$ cat config.mk
export PLATFORM = sky130hd
export DESIGN_NAME = pwd_entry
export DESIGN_NICKNAME = d
export VERILOG_FILES = /design/src/rtl/pwd_entry.sv
export SDC_FILE = /design/constraint.sdc
export NUM_CORES = 1
export LEC_CHECK = 0
export CORE_AREA = 10 10 64 105
export DETAILED_ROUTE_END_ITERATION = 6
export DIE_AREA = 0 0 74 115
export PLACE_DENSITY_LB_ADDON = 0.05
export SLEW_MARGIN = 20
export SYNTH_ARGS = -nofsm -noshare
export SYNTH_HDL_FRONTEND = slang
export SYNTH_SLANG_ARGS = --single-unit
$ cat constraint.sdc
create_clock -name clk -period 2.7 [get_ports clk]
set_clock_uncertainty 0.2 [all_clocks]
set_input_delay 0.54 -clock clk [delete_from_list [all_inputs] [get_ports clk]]
set_output_delay 0.54 -clock clk [all_outputs]
set_load 0.01 [all_outputs]
$ cat src/rtl/pwd_entry.sv
// -----------------------------------------------------------------------------
// pwd_entry -- password entry sequencer feeding the safe controller.
//
// Turns debounced single-cycle button pulses into a DIGITS-long BCD code,
// one digit at a time, shows the active digit on a 7-segment pattern and
// offers the finished code on a valid/ready handshake.
//
// Parameters:
//   DIGITS       number of BCD digits entered (2..4)
//   TIMEOUT_CYC  idle cycles in ENTRY before the entry is abandoned
//
// Optional feature macro:
//   PWD_ENTRY_TIMEOUT_EN  builds the idle counter; an ENTRY left untouched for
//                         TIMEOUT_CYC cycles is cleared back to IDLE.
//
// Ports:
//   clk        system clock
//   rst        synchronous active-high reset
//   btn_inc    pulse: increment the active digit (0..9 wrap)
//   btn_next   pulse: commit the active digit, advance position (saturating)
//   btn_clr    pulse: discard the entry
//   btn_ok     pulse: commit the active digit and submit the code
//   pwd_ready  downstream accepts the code
//   pwd_data   BCD code, digit 0 in [15:12], unused low nibbles 0
//   pwd_valid  code is available
//   pos        index of the active digit
//   seg_cur    7-segment pattern of the active digit (0 in IDLE/SUBMIT)
//   busy       state is not IDLE
// -----------------------------------------------------------------------------
module pwd_entry #(
  parameter int DIGITS      = 4,
  parameter int TIMEOUT_CYC = 60_000_000
) (
  input  logic        clk,
  input  logic        rst,
  input  logic        btn_inc,
  input  logic        btn_next,
  input  logic        btn_clr,
  input  logic        btn_ok,
  input  logic        pwd_ready,
  output logic [15:0] pwd_data,
  output logic        pwd_valid,
  output logic [1:0]  pos,
  output logic [8:0]  seg_cur,
  output logic        busy
);

  if (DIGITS < 2 || DIGITS > 4 || TIMEOUT_CYC < 1) begin : g_param_err
    $error("pwd_entry: DIGITS must be 2..4 and TIMEOUT_CYC at least 1");
  end

  typedef enum logic [1:0] {
    S_IDLE   = 2'd0,
    S_ENTRY  = 2'd1,
    S_SUBMIT = 2'd2
  } state_t;

  localparam logic [1:0] LAST_POS = 2'(DIGITS - 1);
  localparam logic [8:0] SEG_ZERO = 9'h03f;

  state_t      r_state;
  logic [3:0]  r_digit;
  logic [1:0]  r_pos;
  logic [15:0] r_code;
  logic        r_valid;
  logic [8:0]  r_seg;
  logic        r_busy;

  logic        w_any_btn;
  logic        w_timeout;
  logic [3:0]  w_digit_inc;

  function automatic logic [8:0] seg7(input logic [3:0] d);
    logic [8:0] s;
    case (d)
      4'd0:    s = 9'h03f;
      4'd1:    s = 9'h006;
      4'd2:    s = 9'h05b;
      4'd3:    s = 9'h04f;
      4'd4:    s = 9'h066;
      4'd5:    s = 9'h06d;
      4'd6:    s = 9'h07d;
      4'd7:    s = 9'h007;
      4'd8:    s = 9'h07f;
      4'd9:    s = 9'h06f;
      default: s = 9'h000;
    endcase
    return s;
  endfunction

  // Digit 0 lives in the top nibble so a short code leaves low nibbles at 0.
  function automatic logic [15:0] set_nibble(input logic [15:0] code,
                                             input logic [1:0]  p,
                                             input logic [3:0]  d);
    logic [15:0] res;
    res = code;
    case (p)
      2'd0:    res[15:12] = d;
      2'd1:    res[11:8]  = d;
      2'd2:    res[7:4]   = d;
      default: res[3:0]   = d;
    endcase
    return res;
  endfunction

  assign w_any_btn   = btn_inc | btn_next | btn_clr | btn_ok;
  assign w_digit_inc = (r_digit == 4'd9) ? 4'd0 : r_digit + 4'd1;

`ifdef PWD_ENTRY_TIMEOUT_EN
  localparam int             CNT_W   = $clog2(TIMEOUT_CYC + 1);
  localparam logic [CNT_W-1:0] CNT_MAX = CNT_W'(TIMEOUT_CYC);

  logic [CNT_W-1:0] r_idle_cnt;

  // Counts only while ENTRY sits untouched; saturates so the timeout
  // condition stays asserted until acted on.
  always_ff @(posedge clk) begin
    if (rst || (r_state != S_ENTRY) || w_any_btn) begin
      r_idle_cnt <= '0;
    end else if (r_idle_cnt != CNT_MAX) begin
      r_idle_cnt <= r_idle_cnt + CNT_W'(1);
    end
  end

  // A pulse in the expiry cycle wins over the timeout.
  assign w_timeout = (r_state == S_ENTRY) && (r_idle_cnt == CNT_MAX) && !w_any_btn;
`else
  assign w_timeout = 1'b0;
`endif

  always_ff @(posedge clk) begin
    if (rst) begin
      r_state <= S_IDLE;
      r_digit <= 4'd0;
      r_pos   <= 2'd0;
      r_code  <= 16'd0;
      r_valid <= 1'b0;
      r_seg   <= SEG_ZERO;
      r_busy  <= 1'b0;
    end else begin
      case (r_state)
        S_IDLE: begin
          // The entering btn_inc also counts as the first increment.
          if (btn_inc || btn_next) begin
            r_state <= S_ENTRY;
            r_busy  <= 1'b1;
            r_pos   <= 2'd0;
            r_digit <= btn_inc ? 4'd1 : 4'd0;
            r_seg   <= btn_inc ? seg7(4'd1) : SEG_ZERO;
          end
        end
        S_ENTRY: begin
          // Priority clr > ok > next > inc; only the winner acts.
          if (btn_clr || w_timeout) begin
            r_state <= S_IDLE;
            r_busy  <= 1'b0;
            r_code  <= 16'd0;
            r_pos   <= 2'd0;
            r_digit <= 4'd0;
            r_seg   <= SEG_ZERO;
          end else if (btn_ok) begin
            r_code  <= set_nibble(r_code, r_pos, r_digit);
            r_state <= S_SUBMIT;
            r_valid <= 1'b1;
            r_seg   <= SEG_ZERO;
          end else if (btn_next) begin
            r_code  <= set_nibble(r_code, r_pos, r_digit);
            if (r_pos != LAST_POS) begin
              r_pos <= r_pos + 2'd1;
            end
            r_digit <= 4'd0;
            r_seg   <= SEG_ZERO;
          end else if (btn_inc) begin
            r_digit <= w_digit_inc;
            r_seg   <= seg7(w_digit_inc);
          end
        end
        S_SUBMIT: begin
          // Code held until the transfer edge; every button is ignored here.
          if (r_valid && pwd_ready) begin
            r_state <= S_IDLE;
            r_busy  <= 1'b0;
            r_valid <= 1'b0;
            r_code  <= 16'd0;
            r_pos   <= 2'd0;
            r_digit <= 4'd0;
          end
        end
        default: begin
          r_state <= S_IDLE;
          r_busy  <= 1'b0;
          r_valid <= 1'b0;
          r_seg   <= SEG_ZERO;
        end
      endcase
    end
  end

  assign pwd_data  = r_code;
  assign pwd_valid = r_valid;
  assign pos       = r_pos;
  assign seg_cur   = r_seg;
  assign busy      = r_busy;

endmodule

## Word-level counts from Yosys, hierarchy flattened

Memory sizes are Yosys's and may differ from the RTL's.
Index checks and enable logic that the tools add are counted.

| storage, ports and cells | value |
|---|---|
| register bits after elaboration | 35 |
| bits in latches | 0 |
| RAM bits | 0 |
| bits in read-only memories | 112 |
| input bits | 7 |
| output and inout port bits | 29 |
| logic and storage cells | 87 |
| memories | 1 |

| operators by class | value |
|---|---|
| add/subtract/negate cells | 2 |
| multiply operators | 0 |
| divide/modulo/power cells | 0 |
| order comparisons | 0 |
| equality and inequality tests | 18 |
| shifts and indexed selects | 0 |
| multiplexer cells | 43 |
| bitwise operators | 2 |
| reduce and logical (&&, ||, !) cells | 14 |

Memories:

| name | words | width | rd ports | clocked after Yosys merged registers in | wr ports | RTL line | source |
|---|---|---|---|---|---|---|---|
| (name not given) | 16 | 7 | 1 | 0 | 0 | 75 | `case (d)` |

Operators with widths:

| kind | count |
|---|---|
| $mux W16 | 4 |
| $mux W9 | 5 |
| $mux W4 | 11 |
| $pmux W16 S2 | 1 |
| $pmux W9 S3 | 1 |
| $mux W2 | 9 |
| $ne A2 B2 Y1 const B | 6 |
| $ne A3 B3 Y1 const B | 4 |
| $pmux W2 S3 | 2 |
| $pmux W4 S3 | 1 |
| $reduce_and A3 Y1 | 4 |
| $ne A4 B4 Y1 const B | 2 |
| $mux W1 | 6 |
| $mux W6 | 1 |
| $pmux W1 S3 | 2 |
| $reduce_and A6 Y1 | 1 |
| $ne A5 B5 Y1 const B | 1 |
| $reduce_and A5 Y1 | 1 |
| $add A4 B1 Y4 const B | 1 |
| $eq A2 B1 Y1 const B | 2 |
| $eq A2 B2 Y1 const B | 2 |
| $eq A4 B4 Y1 const B | 1 |
| $logic_not A2 Y1 | 2 |
| $reduce_and A4 Y1 | 1 |
| other kinds (7) | 8 |

## Longest topological paths before layout

Gate-level depths: netlist of the first run.
An unclocked memory read counts as a cell.

| depth | value |
|---|---|
| depth after elaboration | 8 |
| depth in mapped cells | 9 |
| mapped depth without buffers | 8 |

## Worst setup path before layout of the first run

No wires, ideal clock.

| timing path | value |
|---|---|
| path type | flip-flop to flip-flop |
| start point | register r_digit[2] |
| end point | register r_seg[5] (netlist: seg_cur[5]) |
| setup time | 0.116 ns |
| arrival time | 1.904 ns |
| required time | 2.384 ns |
| setup slack | 0.480 ns |
| cell stages (with the launch flop) | 10 |
| buffers on the path | 1 |
| clock period less this slack | 2.220 ns |
| cells stage by stage | dfxtp_1 > clkbuf_1 > nor2b_1 > o21ai_0 > inv_1 > ha_1 > and3_1 > o21ai_0 > o2111ai_1 > o211a_1 |

| on the way | value |
|---|---|
| cells in the longest elaborated chain, start to end | 8 |
| elaborated cells on any way between the ends | 9 |
| classes of those cells | add/sub (1); eq/ne (1); mux (6); memory (1) |

RTL lines:

| element | RTL line | source |
|---|---|---|
| start, declared | 62 | `logic [3:0] r_digit;` |
| start signal, assigned | 148 | `r_digit <= btn_inc ? 4'd1 : 4'd0;` |
| start signal, assigned | 174 | `r_digit <= w_digit_inc;` |
| $add A4 B1 Y4 or $eq A4 B4 Y1 (tied branches) | 107 | `assign w_digit_inc = (r_digit == 4'd9) ? 4'd0 : r_digit + 4'd1;` |
| $mux W4 * | 107 |  |
| $mem_v2 Z16 W7 * | -- |  |
| $mux W9 * | 173 | `end else if (btn_inc) begin` |
| $mux W9 * | 166 | `end else if (btn_next) begin` |
| $mux W9 * | 161 | `end else if (btn_ok) begin` |
| $mux W9 * | 154 | `if (btn_clr \|\| w_timeout) begin` |
| $pmux W9 S3 * | 141 | `case (r_state)` |
| end signal, assigned | 149 | `r_seg <= btn_inc ? seg7(4'd1) : SEG_ZERO;` |
| end signal, assigned | 175 | `r_seg <= seg7(w_digit_inc);` |
| end, declared | 66 | `logic [8:0] r_seg;` |

Every way passes the cells marked *; elsewhere a longest branch is shown, timed or not. The select of a mux whose other input is x is not followed.
A chain may end at the register's enable or synchronous reset.

## Final worst setup path of the first run

| timing path | value |
|---|---|
| start point | input btn_next |
| end point | register r_seg[2] (netlist: seg_cur[2]) |

| on the way | value |
|---|---|
| cells in the longest elaborated chain, start to end | 4 |
| elaborated cells on any way between the ends | 8 |
| classes of those cells | eq/ne (2); mux (4); reduce/logical (2) |

RTL lines:

| element | RTL line | source |
|---|---|---|
| start, declared | 37 | `input logic btn_next,` |
| $mux W9 | 166 |  |
| $mux W9 | 161 |  |
| $mux W9 | 154 |  |
| $pmux W9 S3 | 141 |  |

Several ways; a longest one is shown, not always the timed one.

==> flow_summary.json, run 1 <==
{
  "status": "finished clean",
  "setup_viol": 0,
  "endpoint_kind": "flip-flop",
  "cp.required_ns": 2.68,
  "cts_resized": 0,
  "finalNetCount": 283,
  "n_antenna_cell": 0,
  "synth-edff-count": 0,
  "grt.overflow.total": 0,
  "synth_cells": 221,
  "cts_setup_buffers": 0,
  "finalPower_mw": 1.37,
  "postRouteAntennaNets": 0,
  "drc": 0,
  "cellLeakagePower_nw": 0.890,
  "worstMarginPinSlew_ns": 0.535,
  "dp_hpwl_mm": 4.04,
  "r2r_cells": 5,
  "yosys.area_share.simple_pct": 22.1,
  "synthXorXnorAreaFrac_pct": 0.457,
  "synth.area.mux_share_pct": 1.04,
  "min_period_over_period_pct": 88.8,
  "min-delay-start": "pwd_data[5]",
  "antenna_found_initial": 0,
  "drt_iter0_drc": 81,
  "clockBufferDepth": 2,
  "worstReg2RegStart": "r_state[1]",
  "synth_top_cell_by_area": "dfxtp_1",
  "hold_violations": 0,
  "die-area_um2": 8510,
  "dieHeight_um": 115,
  "fillers": 495,
  "reg2reg_slack_ns": 0.38,
  "worstSkewPairLatency_ns": 0.29,
  "hold_ws_ns": 0.279,
  "cp.arrival_ns": 2.37,
  "worstHoldPathType": "reg -> reg",
  "whs_endpoint": "pwd_data[5]",
  "p_per_area_nw_per_um2": 551,
  "min_period_ns": 2.40,
  "gp_congestion": 0.842,
  "stdcell_area_um2": 2490,
  "synth-compound-area-share_pct": 25.2,
  "ys_top_cells_by_count": "dfxtp_1, inv_1, o32ai_1",
  "utilization_pct": 50.1,
  "critPathLaunchType": "input port",
  "place_ws_ns": -0.00163,
  "reg2reg_to": "seg_cur[2]",
  "post_drt_wl_per_cell_um": 16.3,
  "ys_warn_count": 0,
  "ys_seq_area_share_pct": 34.4,
  "std_cell_rows": 34,
  "p_int_mw": 1.01,
  "netlist_area_um2": 1920,
  "swShare_pct": 26.8,
  "clkTransAtPathRegs_ns": 0.07,
  "synth_seq_cells": 33,
  "ir_drop_mv": 0.381,
  "path_max_fanout": 4,
  "layout-drive-gt1-share_pct": 12.1,
  "grt_pass1_wl_mm": 8.63,
  "grt_pass1_vias": 1776,
  "grt_max_degree": 33,
  "numCtsBuffers": 5,
  "min_delay_path_depth": 2,
  "area_growth_pct": 29.9,
  "die_x_um": 74,
  "p_clk_share_pct": 40.7,
  "rsz0062_at_grt": "no",
  "place_inst": 310,
  "ys_types": 52,
  "synth_top_family_by_area": "compound AO/OA/AOI/OAI gates",
  "net-switching-power_mw": 0.368,
  "path_class": "in -> reg",
  "cts_tree": "done",
  "ctsHtreeMaxLevel": 2,
  "hold_buffers": 0,
  "ys.flop_type": "dfxtp_1",
  "start_util_pct": 38.5,
  "synth.area.top_cells": "dfxtp_1, ha_1, o32ai_1",
  "synth-async-reset-ratio_pct": 0,
  "fmax_mhz": 417,
  "grt_usage_pct": 12.8,
  "drv_slew": 0,
  "yosysMostFrequentCell": "dfxtp_1",
  "syn_avg_cell_area_um2": 8.68,
  "io_buffers": 33,
  "power_frac_seq_pct": 38.1,
  "drv_cap": 0,
  "finalWorstSetupSlack_ns": 0.303,
  "synthAdderAreaFrac_pct": 8.48,
  "routed_via_density": 5.35,
  "placeableCoreArea_um2": 4980,
  "wirelength_mm": 5.20,
  "clock_sinks": 33,
  "postPlaceCellArea_um2": 2360,
  "io_pins": 36,
  "post-synth-top-area-fraction_pct": 34.4,
  "drt_first_pass_iters": 4,
  "instances_no_fill": 318,
  "tns_ns": 0,
  "relSlewSlack_pct": 64.2,
  "pwr-share-comb_pct": 21.2,
  "cts_root_buffer": "clkbuf_8",
  "vias": 1701
}
## worst max-delay path by stage
stage / start / to / slack (ns) / cells past startpoint
2_1_floorplan: r_digit[2] / seg_cur[5] / 0.48 / 9
3_3_place_gp: btn_next / seg_cur[2] / 0.03 / 4
3_5_place_dp: btn_next / seg_cur[2] / -0.002 / 4
4_1_cts: btn_next / seg_cur[2] / 0.31 / 4
5_1_grt: r_digit[1] / seg_cur[2] / 0.17 / 8
6_report: btn_next / seg_cur[2] / 0.30 / 4
## registers in the layout, indices dropped and copies added (netlist names)
register / flops
busy: 1
pos: 2
pwd_data: 16
pwd_valid: 1
r_digit: 4
r_state: 2
seg_cur: 7
## cell families (layout without fill, tap and decap cells)
| group | count (synthesis) | after routing |
|---|---|---|
| buffers and inverters | 37 | 79 |
| and+or+nand+nor | 71 | 71 |
| adders and majority gates | 13 | 13 |
| other | 1 | 2 |
| muxes | 2 | 2 |
| xor gates and xnor gates | 1 | 1 |
| DFF | 33 | 33 |
| AOI/OAI and AO/OA | 63 | 63 |
## power by group through the flow
stage | Combinational (mW) | Clock, mW | Sequential [mW]
6_report | 0.292 | 0.559 | 0.523
5_1_grt | 0.324 | 0.590 | 0.526
4_1_cts | 0.296 | 0.573 | 0.523
3_5_place_dp | 0.295 | 0 | 0.534
3_3_place_gp | 0.296 | 0 | 0.534
2_1_floorplan | 0.181 | 0 | 0.540
## critical path, stage by stage
cell and delay, ns:
clkdlybuf4s50_1 0.45, or4b_4 0.56, or4_4 0.53, o32a_1 0.30
## layout make-up
cell class	instances	area, um^2	area share [%]
inverter	25	93.8	3.77
clock inverter	3	65.1	2.61
sequential	33	661	26.5
multi-input combinational	152	1110	44.4
tap	54	67.6	2.71
clock buffer	5	68.8	2.76
timing repair buffer	46	428	17.2
## layout by cell type, fill, tap and decap left out, types with 8 or more instances in the layout
cell / count
dfxtp_1: 33
clkdlybuf4s50_1: 33
inv_1: 25
o32ai_1: 16
o21ai_0: 15
nor2_1: 15
ha_1: 13
buf_4: 13
nand2b_1: 12
nand3_1: 8
## per-layer routing
layer  share of wire [%]  up-vias  global-route usage, %
met3                 4.6       10                   3.97
li1                    -      882                      -
met2                  54       26                   22.8
met1                  40      783                   13.0
met4                 2.1        0                   5.74
met5                   0        -                      0
Note: power is estimated with default switching activity, not from simulation.
==> run 2, diff against run 1 <==
--- a/config.mk
+++ b/config.mk
@@ -5,9 +5,9 @@
 export SDC_FILE = /design/constraint.sdc
 export NUM_CORES = 1
 export LEC_CHECK = 0
-export CORE_AREA = 10 10 64 105
+export CORE_AREA = 10 10 67 111
 export DETAILED_ROUTE_END_ITERATION = 6
-export DIE_AREA = 0 0 74 115
+export DIE_AREA = 0 0 77 121
 export PLACE_DENSITY_LB_ADDON = 0.05
 export SLEW_MARGIN = 20
 export SYNTH_ARGS = -nofsm -noshare
==> run 2 against run 1 <==
  * Clock power is 31% lower
  * Combinational power is 2% higher
  * Sequential cell count is the same
  * Via count grew 2.5%
  * Utilization shrank 5.1 points
  * Power decreased by 12%
  * Fmax down 0.14%
  * First-iteration DRC count fell by 23%
  * Count of clock-buffer cells in the layout did not move
  * Die area up 9.5%
==> flow_summary.json, run 2 (synthesized netlist as in run 1, its figures left out) <==
{
  "status": "finished clean",
  "hold_violations": 0,
  "numCtsBuffers": 5,
  "path_max_fanout": 4,
  "drv_slew": 0,
  "ir_drop_mv": 0.274,
  "die_x_um": 77,
  "drc": 0,
  "p_per_area_nw_per_um2": 483,
  "endpoint_kind": "flip-flop",
  "worstReg2RegStart": "r_digit[1]",
  "dp_hpwl_mm": 4.28,
  "worst_path_max_delay_cell": "or4b_4",
  "largest_register_ffs": 16,
  "critPathLaunchType": "input port",
  "cp.required_ns": 2.67,
  "reg2reg_slack_ns": 0.36,
  "grt.overflow.total": 0,
  "final_cell_mix": "dfxtp_1, clkdlybuf4s50_1, inv_1",
  "min_period_over_period_pct": 88.9,
  "startpoint": "btn_ok",
  "min-delay-start": "pwd_data[1]",
  "io_buffers": 33,
  "grt_max_degree": 33,
  "clockBufferDepth": 2,
  "critical_path.cell_chain": "clkdlybuf4s50_1, or4b_4, or4_4, o32a_1",
  "tns_ns": 0,
  "finalPower_mw": 1.20,
  "cp.arrival_ns": 2.37,
  "setup_viol": 0,
  "dieHeight_um": 121,
  "routed_via_density": 5.10,
  "cellLeakagePower_nw": 0.869,
  "placeableCoreArea_um2": 5540,
  "grt_pass1_wl_mm": 8.96,
  "vias": 1743,
  "layout-drive-gt1-share_pct": 12.8,
  "grt_pass1_vias": 1839,
  "postRouteAntennaNets": 0,
  "fmax_mhz": 417,
  "ctsHtreeMaxLevel": 2,
  "cts_tree": "done",
  "worstHoldPathType": "reg -> reg",
  "n_antenna_cell": 0,
  "cts_root_buffer": "clkbuf_8",
  "gp_congestion": 0.808,
  "die-area_um2": 9320,
  "drt_first_pass_iters": 4,
  "clkTransAtPathRegs_ns": 0.08,
  "finalNetCount": 285,
  "grt_usage_pct": 11.8,
  "cts_setup_buffers": 0,
  "post_drt_wl_per_cell_um": 16.0,
  "drt_iter0_drc": 62,
  "std_cell_rows": 36,
  "cpPeakStageDelay_ns": 0.54,
  "rsz0062_at_grt": "no",
  "hold_buffers": 0,
  "area_growth_pct": 29.9,
  "drv_cap": 0,
  "path_class": "in -> reg",
  "start_util_pct": 34.6,
  "wirelength_mm": 5.49,
  "fillers": 607,
  "cts_resized": 0,
  "io_pins": 36,
  "clock_sinks": 33,
  "worstSkewPairLatency_ns": 0.28,
  "antenna_found_initial": 0,
  "min_period_ns": 2.40
}
==> run 2: per-layer routing <==
layer / routed length, um / global-route usage [%] / part of all wire (%)
met1: 2030 / 11.4 / 37
met2: 3090 / 22.7 / 56
met3: 234 / 3.41 / 4.3
met4: 128 / 4.82 / 2.3
met5: 0 / 0 / 0
==> run 2: metrics by stage <==
| stage | std cells | util (%) | hold WS, ns | setup slack (ns) | cell area, um^2 |
|---|---|---|---|---|---|
| after floorplan | 222 | - | 0.297 | 0.480 | 1920 |
| after global placement | 334 | 43.3 | 0.262 | 0.0148 | 2400 |
| after detailed placement | 334 | 43.3 | 0.270 | 0.00895 | 2400 |
| after CTS | 342 | 45.0 | 0.285 | 0.289 | 2490 |
| after global routing | 342 | 45.0 | 0.308 | 0.130 | 2490 |
| final | 342 | 45.0 | 0.281 | 0.300 | 2490 |
==> run 2: final cells by class <==
class	instances	area, um^2	area share (%)
clock buffers	5	68.8	2.76
clock inverters	3	22.5	0.904
inverters	25	93.8	3.77
multi-input cells	152	1110	44.4
flip-flops and latches	33	661	26.5
well taps	76	95.1	3.82
repair buffers	48	443	17.8
==> run 2: power breakdown <==
part           total (mW)  internal, mW  switching [mW]
combinational       0.297         0.133           0.164
clock               0.383         0.181           0.202
sequential          0.525         0.508          0.0171
total                1.20         0.822           0.383
==> run 2: final timing paths <==
check        cells after the start     endpoint
max                              4   seg_cur[2]
min                              2  pwd_data[1]
max reg2reg                      8   seg_cur[2]
min reg2reg                      2  pwd_data[1]
==> run 2: critical path: cells and delay by family <==
family          cells  cell delay, ns
compound gates      1            0.29
buf+inv             1            0.47
simple gates        2            1.06
